## config.mk

```make
export PLATFORM = sky130hd
export DESIGN_NAME = piece_dropper_flat
export DESIGN_NICKNAME = d
export VERILOG_FILES = /design/src/rtl/tetris_pkg.sv /design/src/rtl/piece_dropper_if.sv /design/src/rtl/drop_collision_check.sv /design/src/rtl/piece_dropper.sv /design/src/flat_wrapper.sv
export SDC_FILE = /design/constraint.sdc
export NUM_CORES = 1
export LEC_CHECK = 0
export CAP_MARGIN = 20
export CORE_MARGIN = 2
export CORE_UTILIZATION = 45
export CTS_CLUSTER_DIAMETER = 50
export DETAILED_ROUTE_END_ITERATION = 8
export GPL_ROUTABILITY_DRIVEN = 0
export HOLD_SLACK_MARGIN = 0.15
export PLACE_DENSITY_LB_ADDON = 0.08
export SYNTH_ARGS = -nofsm -noshare
export SYNTH_HDL_FRONTEND = slang
export SYNTH_HIERARCHICAL = 1
export SYNTH_SLANG_ARGS = --single-unit
```

## constraint.sdc

```tcl
create_clock -name clk -period 2.8 [get_ports clk]
set_clock_uncertainty 0.1 [all_clocks]
set_input_delay 0.56 -clock clk [delete_from_list [all_inputs] [get_ports clk]]
set_output_delay 0.56 -clock clk [all_outputs]
set_load 0.01 [all_outputs]
```

## src/rtl/tetris_pkg.sv

```systemverilog
// Shared board geometry, cell encoding and piece-dropper state encoding.
// Consumers: drop_collision_check, piece_dropper, piece_dropper_if.
package tetris_pkg;

    localparam int BOARD_W = 10;
    localparam int BOARD_H = 20;
    localparam int CELLS   = BOARD_W * BOARD_H;
    localparam int AW      = 8;
    localparam int DW      = 8;

    localparam logic [DW-1:0] EMPTY_CELL = '0;

    typedef enum logic [2:0] {
        IDLE,
        READ,
        CHECK,
        ERASE,
        WRITE,
        DONE
    } drop_state_t;

    // One extra bit so a target below the last row never wraps back onto the board.
    typedef logic [AW:0] tgt_addr_t;

    function automatic tgt_addr_t below(input logic [AW-1:0] a);
        return {1'b0, a} + tgt_addr_t'(BOARD_W);
    endfunction

endpackage

```

## src/rtl/piece_dropper_if.sv

```systemverilog
// Placer/control/board-memory signals of the piece dropper.
// DROPPER_HARD_DROP_EN adds the hard_drop request bit.
interface piece_dropper_if;
    import tetris_pkg::*;

    logic          load;
    logic [AW-1:0] reg_1_addr;
    logic [AW-1:0] reg_2_addr;
    logic [AW-1:0] reg_3_addr;
    logic [AW-1:0] reg_4_addr;
    logic [DW-1:0] piece_data;
    logic          en;
    logic          busy;
    logic          done;
    logic          landed;
    logic          we;
    logic [AW-1:0] addr;
    logic [DW-1:0] wdata;
    logic [DW-1:0] rdata;
    logic [AW-1:0] cur_1_addr;
    logic [AW-1:0] cur_2_addr;
    logic [AW-1:0] cur_3_addr;
    logic [AW-1:0] cur_4_addr;
`ifdef DROPPER_HARD_DROP_EN
    logic          hard_drop;
`endif

    modport slave (
        input  load, reg_1_addr, reg_2_addr, reg_3_addr, reg_4_addr, piece_data, en, rdata,
        output busy, done, landed, we, addr, wdata,
               cur_1_addr, cur_2_addr, cur_3_addr, cur_4_addr
`ifdef DROPPER_HARD_DROP_EN
        , input hard_drop
`endif
    );

    modport master (
        output load, reg_1_addr, reg_2_addr, reg_3_addr, reg_4_addr, piece_data, en, rdata,
        input  busy, done, landed, we, addr, wdata,
               cur_1_addr, cur_2_addr, cur_3_addr, cur_4_addr
`ifdef DROPPER_HARD_DROP_EN
        , output hard_drop
`endif
    );

endinterface

```

## src/rtl/drop_collision_check.sv

```systemverilog
// Combinational collision helper: which targets are the piece's own cells,
// whether any target falls off the bottom, and whether the read cell is filled.
module drop_collision_check
    import tetris_pkg::*;
(
    input  tgt_addr_t [3:0]         tgt,
    input  logic      [3:0][AW-1:0] cur,
    input  logic      [DW-1:0]      rdata,
    output logic      [3:0]         own_mask,
    output logic                    bottom,
    output logic                    filled
);

    logic [3:0] past_floor;

    generate
        for (genvar gi = 0; gi < 4; gi++) begin : g_cell
            logic [3:0] hit;
            for (genvar gj = 0; gj < 4; gj++) begin : g_cmp
                assign hit[gj] = (tgt[gi] == {1'b0, cur[gj]});
            end
            assign own_mask[gi]   = |hit;
            assign past_floor[gi] = (tgt[gi] >= tgt_addr_t'(CELLS));
        end
    endgenerate

    assign bottom = |past_floor;
    assign filled = (rdata != EMPTY_CELL);

endmodule

```

## src/rtl/piece_dropper.sv

```systemverilog
// Gravity stage: moves the last placed piece down one row per en, or reports landing.
// DROPPER_HARD_DROP_EN: hard_drop keeps stepping until the piece lands.
module piece_dropper
    import tetris_pkg::*;
(
    input  logic           clk,
    input  logic           rst,
    piece_dropper_if.slave bus
);

    drop_state_t state_reg, state_next;
    logic [1:0]  idx_reg, idx_next;
    logic        landed_reg, landed_next;

    logic [3:0][AW-1:0] cur_reg;
    logic [3:0][AW-1:0] load_addr;
    logic [DW-1:0]      color_reg;
    logic               piece_valid_reg;
    logic [2:0]         occ_reg;

    tgt_addr_t [3:0] tgt;
    logic [AW-1:0]   tgt_sel;
    logic [3:0]      own_mask;
    logic            bottom, filled, occ_now, any_occ, start, last;
    logic [1:0]      rd_sel;

    assign load_addr = {bus.reg_4_addr, bus.reg_3_addr, bus.reg_2_addr, bus.reg_1_addr};

    generate
        for (genvar gi = 0; gi < 4; gi++) begin : g_tgt
            assign tgt[gi] = below(cur_reg[gi]);
        end
    endgenerate

    drop_collision_check u_check (
        .tgt      (tgt),
        .cur      (cur_reg),
        .rdata    (bus.rdata),
        .own_mask (own_mask),
        .bottom   (bottom),
        .filled   (filled)
    );

    // rdata always belongs to the address driven one cycle earlier.
    assign rd_sel  = (state_reg == CHECK) ? 2'd3 : idx_reg - 2'd1;
    assign occ_now = filled && !own_mask[rd_sel];
    assign any_occ = (|occ_reg) || occ_now;
    assign start   = bus.en && piece_valid_reg && !bus.load;
    assign last    = (idx_reg == 2'd3);
    assign tgt_sel = tgt[idx_reg][AW-1:0];

`ifdef DROPPER_HARD_DROP_EN
    logic            hard_reg;
    logic            hd_bottom;
    tgt_addr_t [3:0] hd_tgt;

    generate
        for (genvar gi = 0; gi < 4; gi++) begin : g_hd
            assign hd_tgt[gi] = below(tgt[gi][AW-1:0]);
        end
    endgenerate

    always_comb begin
        hd_bottom = 1'b0;
        for (int k = 0; k < 4; k++) begin
            if (hd_tgt[k] >= tgt_addr_t'(CELLS)) hd_bottom = 1'b1;
        end
    end
`endif

    always_ff @(posedge clk or posedge rst) begin
        if (rst) begin
            state_reg  <= IDLE;
            idx_reg    <= '0;
            landed_reg <= 1'b0;
        end else begin
            state_reg  <= state_next;
            idx_reg    <= idx_next;
            landed_reg <= landed_next;
        end
    end

    always_comb begin
        state_next  = state_reg;
        landed_next = landed_reg;
        case (state_reg)
            IDLE: begin
                if (start) begin
                    state_next  = bottom ? DONE : READ;
                    landed_next = bottom;
                end
            end
            READ:  if (last) state_next = CHECK;
            CHECK: begin
                state_next  = any_occ ? DONE : ERASE;
                landed_next = any_occ;
            end
            ERASE: if (last) state_next = WRITE;
            WRITE: begin
                if (last) begin
`ifdef DROPPER_HARD_DROP_EN
                    // Hard drop re-enters the step check on the already-moved piece.
                    if (hard_reg && !hd_bottom) begin
                        state_next = READ;
                    end else begin
                        state_next  = DONE;
                        landed_next = hard_reg;
                    end
`else
                    state_next  = DONE;
                    landed_next = 1'b0;
`endif
                end
            end
            DONE:    state_next = IDLE;
            default: state_next = IDLE;
        endcase
        idx_next = (state_next != state_reg) ? 2'd0 : idx_reg + 2'd1;
    end

    always_ff @(posedge clk or posedge rst) begin
        if (rst) begin
            cur_reg         <= '0;
            color_reg       <= '0;
            piece_valid_reg <= 1'b0;
            occ_reg         <= '0;
`ifdef DROPPER_HARD_DROP_EN
            hard_reg        <= 1'b0;
`endif
        end else begin
            if (state_reg == IDLE && bus.load) begin
                cur_reg         <= load_addr;
                color_reg       <= bus.piece_data;
                piece_valid_reg <= 1'b1;
            end
`ifdef DROPPER_HARD_DROP_EN
            if (state_reg == IDLE && start) hard_reg <= bus.hard_drop;
`endif
            if (state_reg == READ && idx_reg != 2'd0) occ_reg[rd_sel] <= occ_now;
            if (state_reg == WRITE && last) begin
                for (int k = 0; k < 4; k++) cur_reg[k] <= tgt[k][AW-1:0];
            end
            if (state_reg == DONE && landed_reg) piece_valid_reg <= 1'b0;
        end
    end

    always_comb begin
        bus.busy   = (state_reg != IDLE);
        bus.done   = (state_reg == DONE);
        bus.landed = (state_reg == DONE) && landed_reg;
        bus.we     = 1'b0;
        bus.addr   = '0;
        bus.wdata  = '0;
        case (state_reg)
            READ:  bus.addr = tgt_sel;
            ERASE: begin
                bus.we    = 1'b1;
                bus.addr  = cur_reg[idx_reg];
                bus.wdata = EMPTY_CELL;
            end
            WRITE: begin
                bus.we    = 1'b1;
                bus.addr  = tgt_sel;
                bus.wdata = color_reg;
            end
            default: ;
        endcase
    end

    assign bus.cur_1_addr = cur_reg[0];
    assign bus.cur_2_addr = cur_reg[1];
    assign bus.cur_3_addr = cur_reg[2];
    assign bus.cur_4_addr = cur_reg[3];

endmodule

```

## src/flat_wrapper.sv

```systemverilog
// flat-port wrapper written by rule: the top's interface ports become plain ports
module piece_dropper_flat import tetris_pkg::*;
  (clk, rst, bus_load, bus_reg_1_addr, bus_reg_2_addr, bus_reg_3_addr, bus_reg_4_addr, bus_piece_data, bus_en, bus_rdata, bus_busy, bus_done, bus_landed, bus_we, bus_addr, bus_wdata, bus_cur_1_addr, bus_cur_2_addr, bus_cur_3_addr, bus_cur_4_addr);
  piece_dropper_if bus_i ();
  input  logic clk;
  input  logic rst;
  input wire logic [$bits(bus_i.load)-1:0] bus_load;
  input wire logic [$bits(bus_i.reg_1_addr)-1:0] bus_reg_1_addr;
  input wire logic [$bits(bus_i.reg_2_addr)-1:0] bus_reg_2_addr;
  input wire logic [$bits(bus_i.reg_3_addr)-1:0] bus_reg_3_addr;
  input wire logic [$bits(bus_i.reg_4_addr)-1:0] bus_reg_4_addr;
  input wire logic [$bits(bus_i.piece_data)-1:0] bus_piece_data;
  input wire logic [$bits(bus_i.en)-1:0] bus_en;
  input wire logic [$bits(bus_i.rdata)-1:0] bus_rdata;
  output wire logic [$bits(bus_i.busy)-1:0] bus_busy;
  output wire logic [$bits(bus_i.done)-1:0] bus_done;
  output wire logic [$bits(bus_i.landed)-1:0] bus_landed;
  output wire logic [$bits(bus_i.we)-1:0] bus_we;
  output wire logic [$bits(bus_i.addr)-1:0] bus_addr;
  output wire logic [$bits(bus_i.wdata)-1:0] bus_wdata;
  output wire logic [$bits(bus_i.cur_1_addr)-1:0] bus_cur_1_addr;
  output wire logic [$bits(bus_i.cur_2_addr)-1:0] bus_cur_2_addr;
  output wire logic [$bits(bus_i.cur_3_addr)-1:0] bus_cur_3_addr;
  output wire logic [$bits(bus_i.cur_4_addr)-1:0] bus_cur_4_addr;
  assign bus_i.load = bus_load;
  assign bus_i.reg_1_addr = bus_reg_1_addr;
  assign bus_i.reg_2_addr = bus_reg_2_addr;
  assign bus_i.reg_3_addr = bus_reg_3_addr;
  assign bus_i.reg_4_addr = bus_reg_4_addr;
  assign bus_i.piece_data = bus_piece_data;
  assign bus_i.en = bus_en;
  assign bus_i.rdata = bus_rdata;
  assign bus_busy = bus_i.busy;
  assign bus_done = bus_i.done;
  assign bus_landed = bus_i.landed;
  assign bus_we = bus_i.we;
  assign bus_addr = bus_i.addr;
  assign bus_wdata = bus_i.wdata;
  assign bus_cur_1_addr = bus_i.cur_1_addr;
  assign bus_cur_2_addr = bus_i.cur_2_addr;
  assign bus_cur_3_addr = bus_i.cur_3_addr;
  assign bus_cur_4_addr = bus_i.cur_4_addr;
  piece_dropper u_core (.clk(clk), .rst(rst), .bus(bus_i));
endmodule
```

; ---- Word-level counts from Yosys, hierarchy flattened
; Index checks and enable logic that the tools add are counted.
[totals]
regBits = 50
wordCells = 103
[classes]
n_reduce_logical = 27
muxes = 28
magnitude_cmp = 7
eq_ne = 25
add_sub_neg = 6
[ops]
columns = cell, n
row1 = $eq A9 B8 Y1, 16
row2 = $mux W32, 2
row3 = $add A8 B4 Y9 const B, 4
row4 = $ge A9 B8 Y1 const B, 4
row5 = $mux W8, 3
row6 = $reduce_or A4 Y1, 5
row7 = $bmux W9 S2, 1
row8 = $mux W3, 6
row9 = $bmux W8 S2, 1
row10 = $pmux W8 S2, 1
row11 = $pmux W3 S5, 1
row12 = $logic_and A1 B1 Y1, 8
row13 = $reduce_bool A8 Y1, 1
row14 = $mux W1, 7
row15 = $eq A3 B2 Y1 const B, 2
row16 = $eq A3 B3 Y1 const B, 2
row17 = $lt A2 B3 Y1 const B, 2
row18 = $reduce_bool A2 Y1, 3
row19 = $reduce_bool A3 Y1, 2
row20 = $mux W2, 2
row21 = $ne A2 B1 Y1 const B, 2
row22 = $reduce_or A2 Y1, 2
row23 = $bwmux W3, 1
row24 = $eq A3 B1 Y1 const B, 1
row25 = 13 further kinds, 14

; ---- Logic depth before layout (Yosys ltp)
; Gate-level depths: netlist of run 1.
[depth]
word_depth = 12
depth_mapped = 14
depth_no_buf = 13

; ---- Cells and area by module
; Netlist of run 1, hierarchy kept.
[modules_own_cells]
columns = mod, area_per_inst_um2, seq_area_each_um2, n_inst, cells_each
row1 = piece_dropper, 3337.0, 1251.2, 1, 346
row2 = drop_collision_check, 1639.1, 0.0, 1, 210

; ---- Worst setup path after synthesis of run 1
; OpenSTA, ideal clock, no wires.
[synth_timing]
path_type = flip-flop to flip-flop
from = register u_core.cur_reg (netlist bit u_core/bus.cur_1_addr[1])
to = register u_core.state_reg[1]
path_slack_ns = -0.177
synth_period_minus_slack_ns = 2.977
path_stages_with_launch = 14
arrival_ns = 2.753
path_cell_list = dfrtp_1 -> ha_1 -> o2111ai_1 -> xnor2_1 -> clkbuf_1 -> xor2_1 -> nor4_1 -> nand2_1 -> a41oi_2 -> mux2i_1 -> nor2b_1 -> o32ai_1 -> a21oi_1 -> o31a_1
[synth_lines]
columns = element, line
row1 = from (decl), piece_dropper.sv:15  ; logic [3:0][AW-1:0] cur_reg;
row2 = from (signal assigned), piece_dropper.sv:132  ; cur_reg <= load_addr;
row3 = to (signal assigned), piece_dropper.sv:77  ; state_reg <= state_next;
row4 = to (decl), piece_dropper.sv:11  ; drop_state_t state_reg, state_next;

==> impl_metrics.env, run 1 <==
export IMPL_synth_to_layout_area_growth_pct=49.8
export IMPL_cts_htree_levels=2
export IMPL_number_of_storage_elements_in_the_synthesis_netlist=50
export IMPL_via_count=5309
export IMPL_synthesis_nets=614
export IMPL_worst_r2r_endpoint="u_core/state_reg[1]$_DFF_PP0_"
export IMPL_slew_limit_headroom_pct=55.7
export IMPL_die_w_microns=109
export IMPL_wirelength_mm=19.1
export IMPL_grt_overflow=0
export IMPL_clock_tree_from_tritoncts="done"
export IMPL_area_of_placed_instances_sq_um=6870
export IMPL_final_setup_worst_slack_ns=-0.172
export IMPL_sequential_cell_area_sq_um=1270
export IMPL_asyncSetResetFlopFracSynth_pct=100
export IMPL_violated_checks="setup timing"
export IMPL_timing_critical_path_from_type="flip-flop"
export IMPL_min_delay_path_depth=2
export IMPL_run_status="complete, but fails checks"
export IMPL_dpl_hpwl_mm=13.5
export IMPL_floorplan_core_area_sq_um=10800
export IMPL_io_buffer_count=103
export IMPL_fmax_ghz=0.336
export IMPL_cell_leakage_power_nw=3.23
export IMPL_antenna_found_initial=0
export IMPL_die_h_microns=109
export IMPL_placementRows=38
export IMPL_detail_route_vias_per_cell=5.89
export IMPL_max_cap_viols=0
export IMPL_finalSetupViolCount=10
export IMPL_min_period_over_period_pct=106
export IMPL_end_point_of_the_worst_hold_path="u_core/occ_reg[0]$_DFFE_PP0P_"
export IMPL_nets=819
export IMPL_synthDistinctLibCells=53
export IMPL_syn_instance_count=556
export IMPL_starting_density_of_the_core_pct=46.1
export IMPL_multi_input_area_sq_um=3690
export IMPL_detailedRoute_firstPassIterationCount=5
export IMPL_ys_warn_count=6
export IMPL_power_per_cell_area_nw_per_um2=1460
export IMPL_worstReg2RegStart="u_core/bus.cur_3_addr[1]$_DFFE_PP0P_"
export IMPL_report_final_hold_viol_count=0
export IMPL_final_layout_size_suffix_gt1_share_pct=32.5
export IMPL_num_fill_cells=877
export IMPL_hold_start="u_core/occ_reg[0]$_DFFE_PP0P_"
export IMPL_rsz0062_at_grt="yes"
export IMPL_setup_worst_path_class="flip-flop to flip-flop"
export IMPL_stdcell_area_sq_um=7450
export IMPL_tritoncts_num_sinks=50
export IMPL_vdd_ir_drop_max_uv=774
export IMPL_power_total_mw=10.9
export IMPL_first_iter_violations=529
export IMPL_drc=0
export IMPL_antennaDiodeCount=0
export IMPL_wire_length_of_the_first_global_routing_pass_mm=27.9
export IMPL_worst_slew_pin_slew_ns=0.655
export IMPL_cp_data_required_time_ns=2.94
export IMPL_synth_seq_area_share_pct=25.1
export IMPL_clkLatencyLatePin_ns=0.35
export IMPL_cts_hold_buffers_added=0
export IMPL_path_clk_slew_ns=0.10
export IMPL_syn_cell_area_sq_um=4980
export IMPL_clock_tree_buffer_depth=2
export IMPL_ys_flop_type="sky130_fd_sc_hd__dfrtp_1"
export IMPL_critPathArrivalTime_ns=3.11
export IMPL_tns_ns=-1.08
export IMPL_worstPathMaxFanout=4
export IMPL_syn_avg_cell_area_sq_um=8.95
export IMPL_drt_antenna_violating_nets=0
export IMPL_grt_pass1_vias=5088
export IMPL_grtUsageTotal_pct=31.6
export IMPL_final_core_utilization_pct=69.1
export IMPL_synth_edff_count=0
export IMPL_report_final_slew_viol_count=0
export IMPL_critical_path_endpoint_category="flip-flop"
export IMPL_regToRegSetupSlack_ns=-0.17
export IMPL_route_detailed_wl_per_inst_microns=21.2
export IMPL_cts_inserted_buffers=5
export IMPL_clk_root_buffer_cell="sky130_fd_sc_hd__clkbuf_8"
export IMPL_fin_crit_ns=2.97
export IMPL_io_pins=104
export IMPL_dieArea_sq_um=11900
export IMPL_grt_max_degree=36
export IMPL_rr_worst_depth=15
export IMPL_hold_class="flip-flop to flip-flop"
[how the worst max path moves through the flow]
stage	startpoint	endpoint	slack (ns)	cells after the start
after floorplan	u_core/bus.cur_1_addr[4]$_DFFE_PP0P_	u_core/state_reg[1]$_DFF_PP0_	-0.02	14
after global placement	u_core/bus.cur_3_addr[1]$_DFFE_PP0P_	u_core/landed_reg$_DFFE_PP0P_	-0.32	14
after detailed placement	u_core/bus.cur_3_addr[1]$_DFFE_PP0P_	u_core/landed_reg$_DFFE_PP0P_	-0.42	14
after CTS	u_core/bus.cur_1_addr[1]$_DFFE_PP0P_	u_core/state_reg[1]$_DFF_PP0_	-0.18	14
after global routing	u_core/bus.cur_3_addr[2]$_DFFE_PP0P_	u_core/state_reg[2]$_DFF_PP0_	-0.26	15
final	u_core/bus.cur_3_addr[1]$_DFFE_PP0P_	u_core/state_reg[1]$_DFF_PP0_	-0.17	15
[placed cells by master, fill, tap and decap left out, types with 5 or more instances in the layout]
master / instances
sky130_fd_sc_hd__dfrtp_2: 12
sky130_fd_sc_hd__a22oi_1: 16
sky130_fd_sc_hd__buf_12: 5
sky130_fd_sc_hd__nor2_1: 13
sky130_fd_sc_hd__a21oi_1: 6
sky130_fd_sc_hd__nor4_2: 8
sky130_fd_sc_hd__o21ai_2: 6
sky130_fd_sc_hd__buf_2: 5
sky130_fd_sc_hd__mux2_2: 12
sky130_fd_sc_hd__clkbuf_8: 5
sky130_fd_sc_hd__dfrtp_1: 38
sky130_fd_sc_hd__clkdlybuf4s50_1: 95
sky130_fd_sc_hd__xnor2_1: 6
sky130_fd_sc_hd__nand2_1: 74
sky130_fd_sc_hd__mux4_2: 12
sky130_fd_sc_hd__and2_1: 10
sky130_fd_sc_hd__inv_1: 11
sky130_fd_sc_hd__nor3_1: 13
sky130_fd_sc_hd__buf_4: 129
sky130_fd_sc_hd__a221o_1: 12
sky130_fd_sc_hd__xor2_1: 136
sky130_fd_sc_hd__nor4_1: 28
sky130_fd_sc_hd__o21ai_0: 12
sky130_fd_sc_hd__buf_6: 6
[power by group]
group / leakage, nW / switching (mW) / internal (mW)
clock network: 0.0444 / 0.300 / 0.174
registers: 0.593 / 0.524 / 1.08
logic: 2.59 / 4.50 / 4.32
total: 3.23 / 5.33 / 5.58
[cells in the mapped netlist (4+ instances only)]
library cell               instances  area share (%)
sky130_fd_sc_hd__a21oi_1           9            0.91
sky130_fd_sc_hd__o31ai_1           5            0.75
sky130_fd_sc_hd__a41oi_2           4             1.3
sky130_fd_sc_hd__xnor2_1          11             1.9
sky130_fd_sc_hd__mux2_2           12             2.7
sky130_fd_sc_hd__mux4_2           12             5.4
sky130_fd_sc_hd__inv_1            15             1.1
sky130_fd_sc_hd__nor3_1           14             1.4
sky130_fd_sc_hd__and2_1           11             1.4
sky130_fd_sc_hd__clkbuf_1         11            0.83
sky130_fd_sc_hd__buf_2            17             1.7
sky130_fd_sc_hd__ha_1              6             1.5
sky130_fd_sc_hd__a221o_1          12             2.4
sky130_fd_sc_hd__dfrtp_1          50              25
sky130_fd_sc_hd__nand2_1          75             5.7
sky130_fd_sc_hd__buf_4             7             1.1
sky130_fd_sc_hd__nor4_1           35             4.4
sky130_fd_sc_hd__nor2_1           15             1.1
sky130_fd_sc_hd__xor2_1          138              24
sky130_fd_sc_hd__o21ai_0          20             2.0
sky130_fd_sc_hd__a22oi_1          16             2.4
sky130_fd_sc_hd__buf_6             9             2.0
sky130_fd_sc_hd__o311ai_0          4            0.70
sky130_fd_sc_hd__and3_1            4            0.50
[cells by family after synthesis]
family          after synthesis  share of synthesized area [%]
simple gates                174                           17.8
xor+xnor                    149                           26.2
compound gates               89                           13.9
buf+inv                      63                           7.14
flops                        50                           25.1
mux                          25                           8.35
fa+ha+maj                     6                           1.51
[layout make-up]
cell class	count	area share [%]
well taps	140	2.35
clock inverters	2	0.185
clock buffers	5	0.923
inverters	15	0.755
multi-input cells	443	49.5
flip-flops and latches	50	17.0
repair buffers	246	29.3
[metal layers]
layer / wire length, microns / track usage [%] / up-vias
li1: - / - / 2373
met1: 7790 / 42.2 / 2559
met2: 8840 / 50.3 / 318
met3: 1650 / 4.60 / 59
met4: 783 / 14.7 / 0
met5: 0 / 0 / -
[critical path: stages (launching register included)]
cell                      delay [ns]
sky130_fd_sc_hd__dfrtp_2        0.45
sky130_fd_sc_hd__buf_8          0.14
sky130_fd_sc_hd__a21oi_4        0.18
sky130_fd_sc_hd__nor2_1         0.09
sky130_fd_sc_hd__xor2_1         0.24
sky130_fd_sc_hd__buf_4          0.17
sky130_fd_sc_hd__buf_4          0.13
sky130_fd_sc_hd__xor2_1         0.18
sky130_fd_sc_hd__nor4_2         0.07
sky130_fd_sc_hd__nand2_1        0.08
sky130_fd_sc_hd__a41oi_2        0.12
sky130_fd_sc_hd__inv_1          0.10
sky130_fd_sc_hd__a21oi_2        0.08
sky130_fd_sc_hd__o32ai_4        0.36
sky130_fd_sc_hd__a21oi_4        0.10
sky130_fd_sc_hd__o31a_1         0.28
[per-stage QoR]
stage	hold slack (ns)	worst slack, ns	std cells
global route	0.423	-0.264	901
CTS	0.391	-0.178	893
detailed placement	0.366	-0.420	873
floorplan	0.341	-0.0152	556
global placement	0.368	-0.320	873
finish	0.395	-0.172	901
[repair_timing]
action,in CTS,in global routing
setup buffers,14,11
resized for setup,71,30
pin swaps,16,20
endpoints found under the setup margin,18,13
No activity file was read; power rests on OpenSTA's default activity.
==> inputs of run 2 (changes only) <==
Settings changed: TNS_END_PERCENT set to 100.
==> results of run 2 <==
The final DEF is identical to that of run 1; final timing and power are the same.
==> inputs of run 3 (changes only) <==
Settings changed: ABC_AREA set to 1, SLEW_MARGIN set to 15.
==> impl_metrics.env, run 3 <==
export IMPL_run_status="complete, no violations"
export IMPL_syn_cell_area_sq_um=5720
export IMPL_max_cap_viols=0
export IMPL_report_final_slew_viol_count=0
export IMPL_cell_leakage_power_nw=3.40
export IMPL_antennaDiodeCount=0
export IMPL_drc=0
export IMPL_grt_max_degree=51
export IMPL_ys_flop_type="sky130_fd_sc_hd__dfrtp_1"
export IMPL_antenna_found_initial=0
export IMPL_path_clk_slew_ns=0.07
export IMPL_asyncSetResetFlopFracSynth_pct=100
export IMPL_grt_pass1_vias=5494
export IMPL_critical_path_endpoint_category="primary output"
export IMPL_report_final_hold_viol_count=0
export IMPL_drt_antenna_violating_nets=0
export IMPL_vdd_ir_drop_max_uv=790
export IMPL_synthDistinctLibCells=38
export IMPL_power_total_mw=10.9
export IMPL_wirelength_mm=18.7
export IMPL_hold_class="flip-flop to flip-flop"
export IMPL_clock_tree_buffer_depth=2
export IMPL_share_clk_of_total_power_pct=7.0
export IMPL_number_of_storage_elements_in_the_synthesis_netlist=50
export IMPL_num_fill_cells=1258
export IMPL_floorplan_core_area_sq_um=12500
export IMPL_setup_worst_path_class="flip-flop to primary output"
export IMPL_dpl_hpwl_mm=14.2
export IMPL_detail_route_vias_per_cell=5.10
export IMPL_grtUsageTotal_pct=27.8
export IMPL_worstPathMaxFanout=11
export IMPL_power_switching_share_pct=51.9
export IMPL_min_period_over_period_pct=96.6
export IMPL_grt_overflow=0
export IMPL_final_layout_size_suffix_gt1_share_pct=13.7
export IMPL_detailedRoute_firstPassIterationCount=6
export IMPL_synth_area_leaders="sky130_fd_sc_hd__nand2_1 (22%), sky130_fd_sc_hd__dfrtp_1 (22%), sky130_fd_sc_hd__xnor2_1 (15%), sky130_fd_sc_hd__inv_1 (6.0%), sky130_fd_sc_hd__buf_6 (4.7%)"
export IMPL_critPathArrivalTime_ns=2.04
export IMPL_clkLatencyLatePin_ns=0.31
export IMPL_finalSetupViolCount=0
export IMPL_io_pins=104
export IMPL_placementRows=41
export IMPL_cp_data_required_time_ns=2.14
export IMPL_rsz0062_at_grt="yes"
export IMPL_clock_tree_from_tritoncts="done"
export IMPL_pre_cts_slack_ns=0.0635
export IMPL_synth_edff_count=0
export IMPL_slew_limit_headroom_pct=64.7
export IMPL_synthesis_nets=966
export IMPL_timing_critical_path_from_type="flip-flop"
export IMPL_die_w_microns=117
export IMPL_yosys_top_cells_count="sky130_fd_sc_hd__nand2_1 (342), sky130_fd_sc_hd__xnor2_1 (97), sky130_fd_sc_hd__inv_1 (91)"
export IMPL_final_setup_worst_slack_ns=0.0960
export IMPL_largest_stage_delay_on_the_critical_path_ns=0.56
export IMPL_syn_avg_cell_area_sq_um=6.30
export IMPL_layout_cells_most_common_list="sky130_fd_sc_hd__nand2_1 (336), sky130_fd_sc_hd__xnor2_1 (97), sky130_fd_sc_hd__clkdlybuf4s50_1 (95)"
export IMPL_clk_root_buffer_cell="sky130_fd_sc_hd__clkbuf_16"
export IMPL_combinationalPowerShare_pct=79.7
export IMPL_synth_seq_area_share_pct=21.9
export IMPL_nets=1071
export IMPL_fmax_ghz=0.370
export IMPL_fin_crit_ns=2.70
export IMPL_synth_to_layout_area_growth_pct=26.9
export IMPL_syn_instance_count=908
export IMPL_final_common_cell="sky130_fd_sc_hd__nand2_1"
export IMPL_numPlacedInstances=1167
export IMPL_power_per_cell_area_nw_per_um2=1500
export IMPL_tns_ns=0
export IMPL_dieArea_sq_um=13600
export IMPL_die_h_microns=117
export IMPL_synth_top_area_cell="sky130_fd_sc_hd__nand2_1"
export IMPL_post_synth_top_area_fraction_pct=22.4
export IMPL_first_iter_violations=603
export IMPL_cts_inserted_buffers=5
export IMPL_most_common_cell_in_the_netlist="sky130_fd_sc_hd__nand2_1"
export IMPL_tritoncts_num_sinks=50
export IMPL_fin_cells=1186
export IMPL_starting_density_of_the_core_pct=45.7
export IMPL_route_detailed_wl_per_inst_microns=15.7
export IMPL_cell_internal_pwr_mw=5.23
export IMPL_ys_warn_count=6
export IMPL_pwr_share_seq_pct=13.3
export IMPL_netSwitchingPower_mw=5.64
export IMPL_io_buffer_count=103
export IMPL_cts_htree_levels=2
export IMPL_wire_length_of_the_first_global_routing_pass_mm=29.0
export IMPL_via_count=6052
export IMPL_worst_slew_pin_slew_ns=0.529
export IMPL_crit_path_cell_trace="inv_2, nand2_4, nor2_4, inv_1, buf_4, nor2_1, clkdlybuf4s50_1"
export IMPL_crit_path_top_delay_cell="sky130_fd_sc_hd__clkdlybuf4s50_1"
run 3: cell count changes after synthesis, sizes merged, moves of 33 or more:
cell | before | now
nor2 | 15 | 62
nor4 | 36 | 3
xnor2 | 11 | 97
inv | 15 | 105
nand3 | 2 | 53
nand2 | 76 | 348
xor2 | 138 | 4
run 3: worst max-delay path: cells and delay by family, from the launching register on:
family,cells,cell delay [ns]
buffers and inverters,4,0.97
and+or+nand+nor,3,0.32
DFF,1,0.44
run 3: stage by stage:
stage / cell area (sq um) / util [%] / hold slack, ns
2_1_floorplan: 5720 / - / 0.341
3_3_place_gp: 6910 / 55.2 / 0.392
3_5_place_dp: 6910 / 55.2 / 0.391
4_1_cts: 7180 / 57.3 / 0.412
5_1_grt: 7260 / 58.0 / 0.449
6_report: 7260 / 58.0 / 0.415
run 3: layer usage:
layer	track usage (%)	share of wire, %	vias up
met5	0	0	-
met4	8.00	1.6	0
met3	5.45	8.5	27
met2	42.0	45	270
met1	40.4	45	2748
li1	-	-	3007
run 3: final timing paths:
| check | startpoint | end | slack [ns] | depth (start not counted) |
|---|---|---|---|---|
| min reg2reg | u_core/landed_reg$_DFFE_PP0P_ | u_core/landed_reg$_DFFE_PP0P_ | 0.41 | 2 |
| max reg2reg | u_core/bus.cur_3_addr[1]$_DFFE_PP0P_ | u_core/state_reg[2]$_DFF_PP0_ | 0.18 | 22 |
| min in group asynchronous | rst | u_core/bus.cur_1_addr[4]$_DFFE_PP0P_ | 0.52 | 3 |
| max | u_core/state_reg[0]$_DFF_PP0_ | bus_wdata[6] | 0.1 | 7 |
| min | u_core/landed_reg$_DFFE_PP0P_ | u_core/landed_reg$_DFFE_PP0P_ | 0.41 | 2 |
| max in group asynchronous | rst | u_core/state_reg[2]$_DFF_PP0_ | 1.80 | 3 |
run 3: cell families after synthesis:
logic type,share of synthesized area [%]
adders and majority gates,1.31
DFF,21.9
xor gates and xnor gates,15.5
and+or+nand+nor,35.3
AOI/OAI and AO/OA,10.1
buffers and inverters,15.9
run 3: power by group through the flow:
stage,clock [mW],sequential [mW],combinational (mW)
final,0.756,1.45,8.66
after global placement,0,1.44,8.26
after floorplan,0,1.53,5.70
after CTS,0.767,1.44,8.42
after global routing,0.789,1.51,9.45
after detailed placement,0,1.45,8.27
run 3: final cells by class:
type / count / area (sq um) / share of cell area (%)
Inverter: 106 / 399 / 5.50
Multi-Input combinational cell: 682 / 3630 / 50.0
Clock inverter: 2 / 38.8 / 0.534
Timing Repair Buffer: 168 / 1590 / 21.8
Tap cell: 172 / 215 / 2.97
Sequential cell: 50 / 1250 / 17.3
Clock buffer: 6 / 139 / 1.91
run 3: what timing repair did:
action,in CTS,in global routing
buffers inserted,7,4
pin swaps,1,2
hold buffers,0,0
endpoints found under the setup margin,8,11
resized for setup,17,23
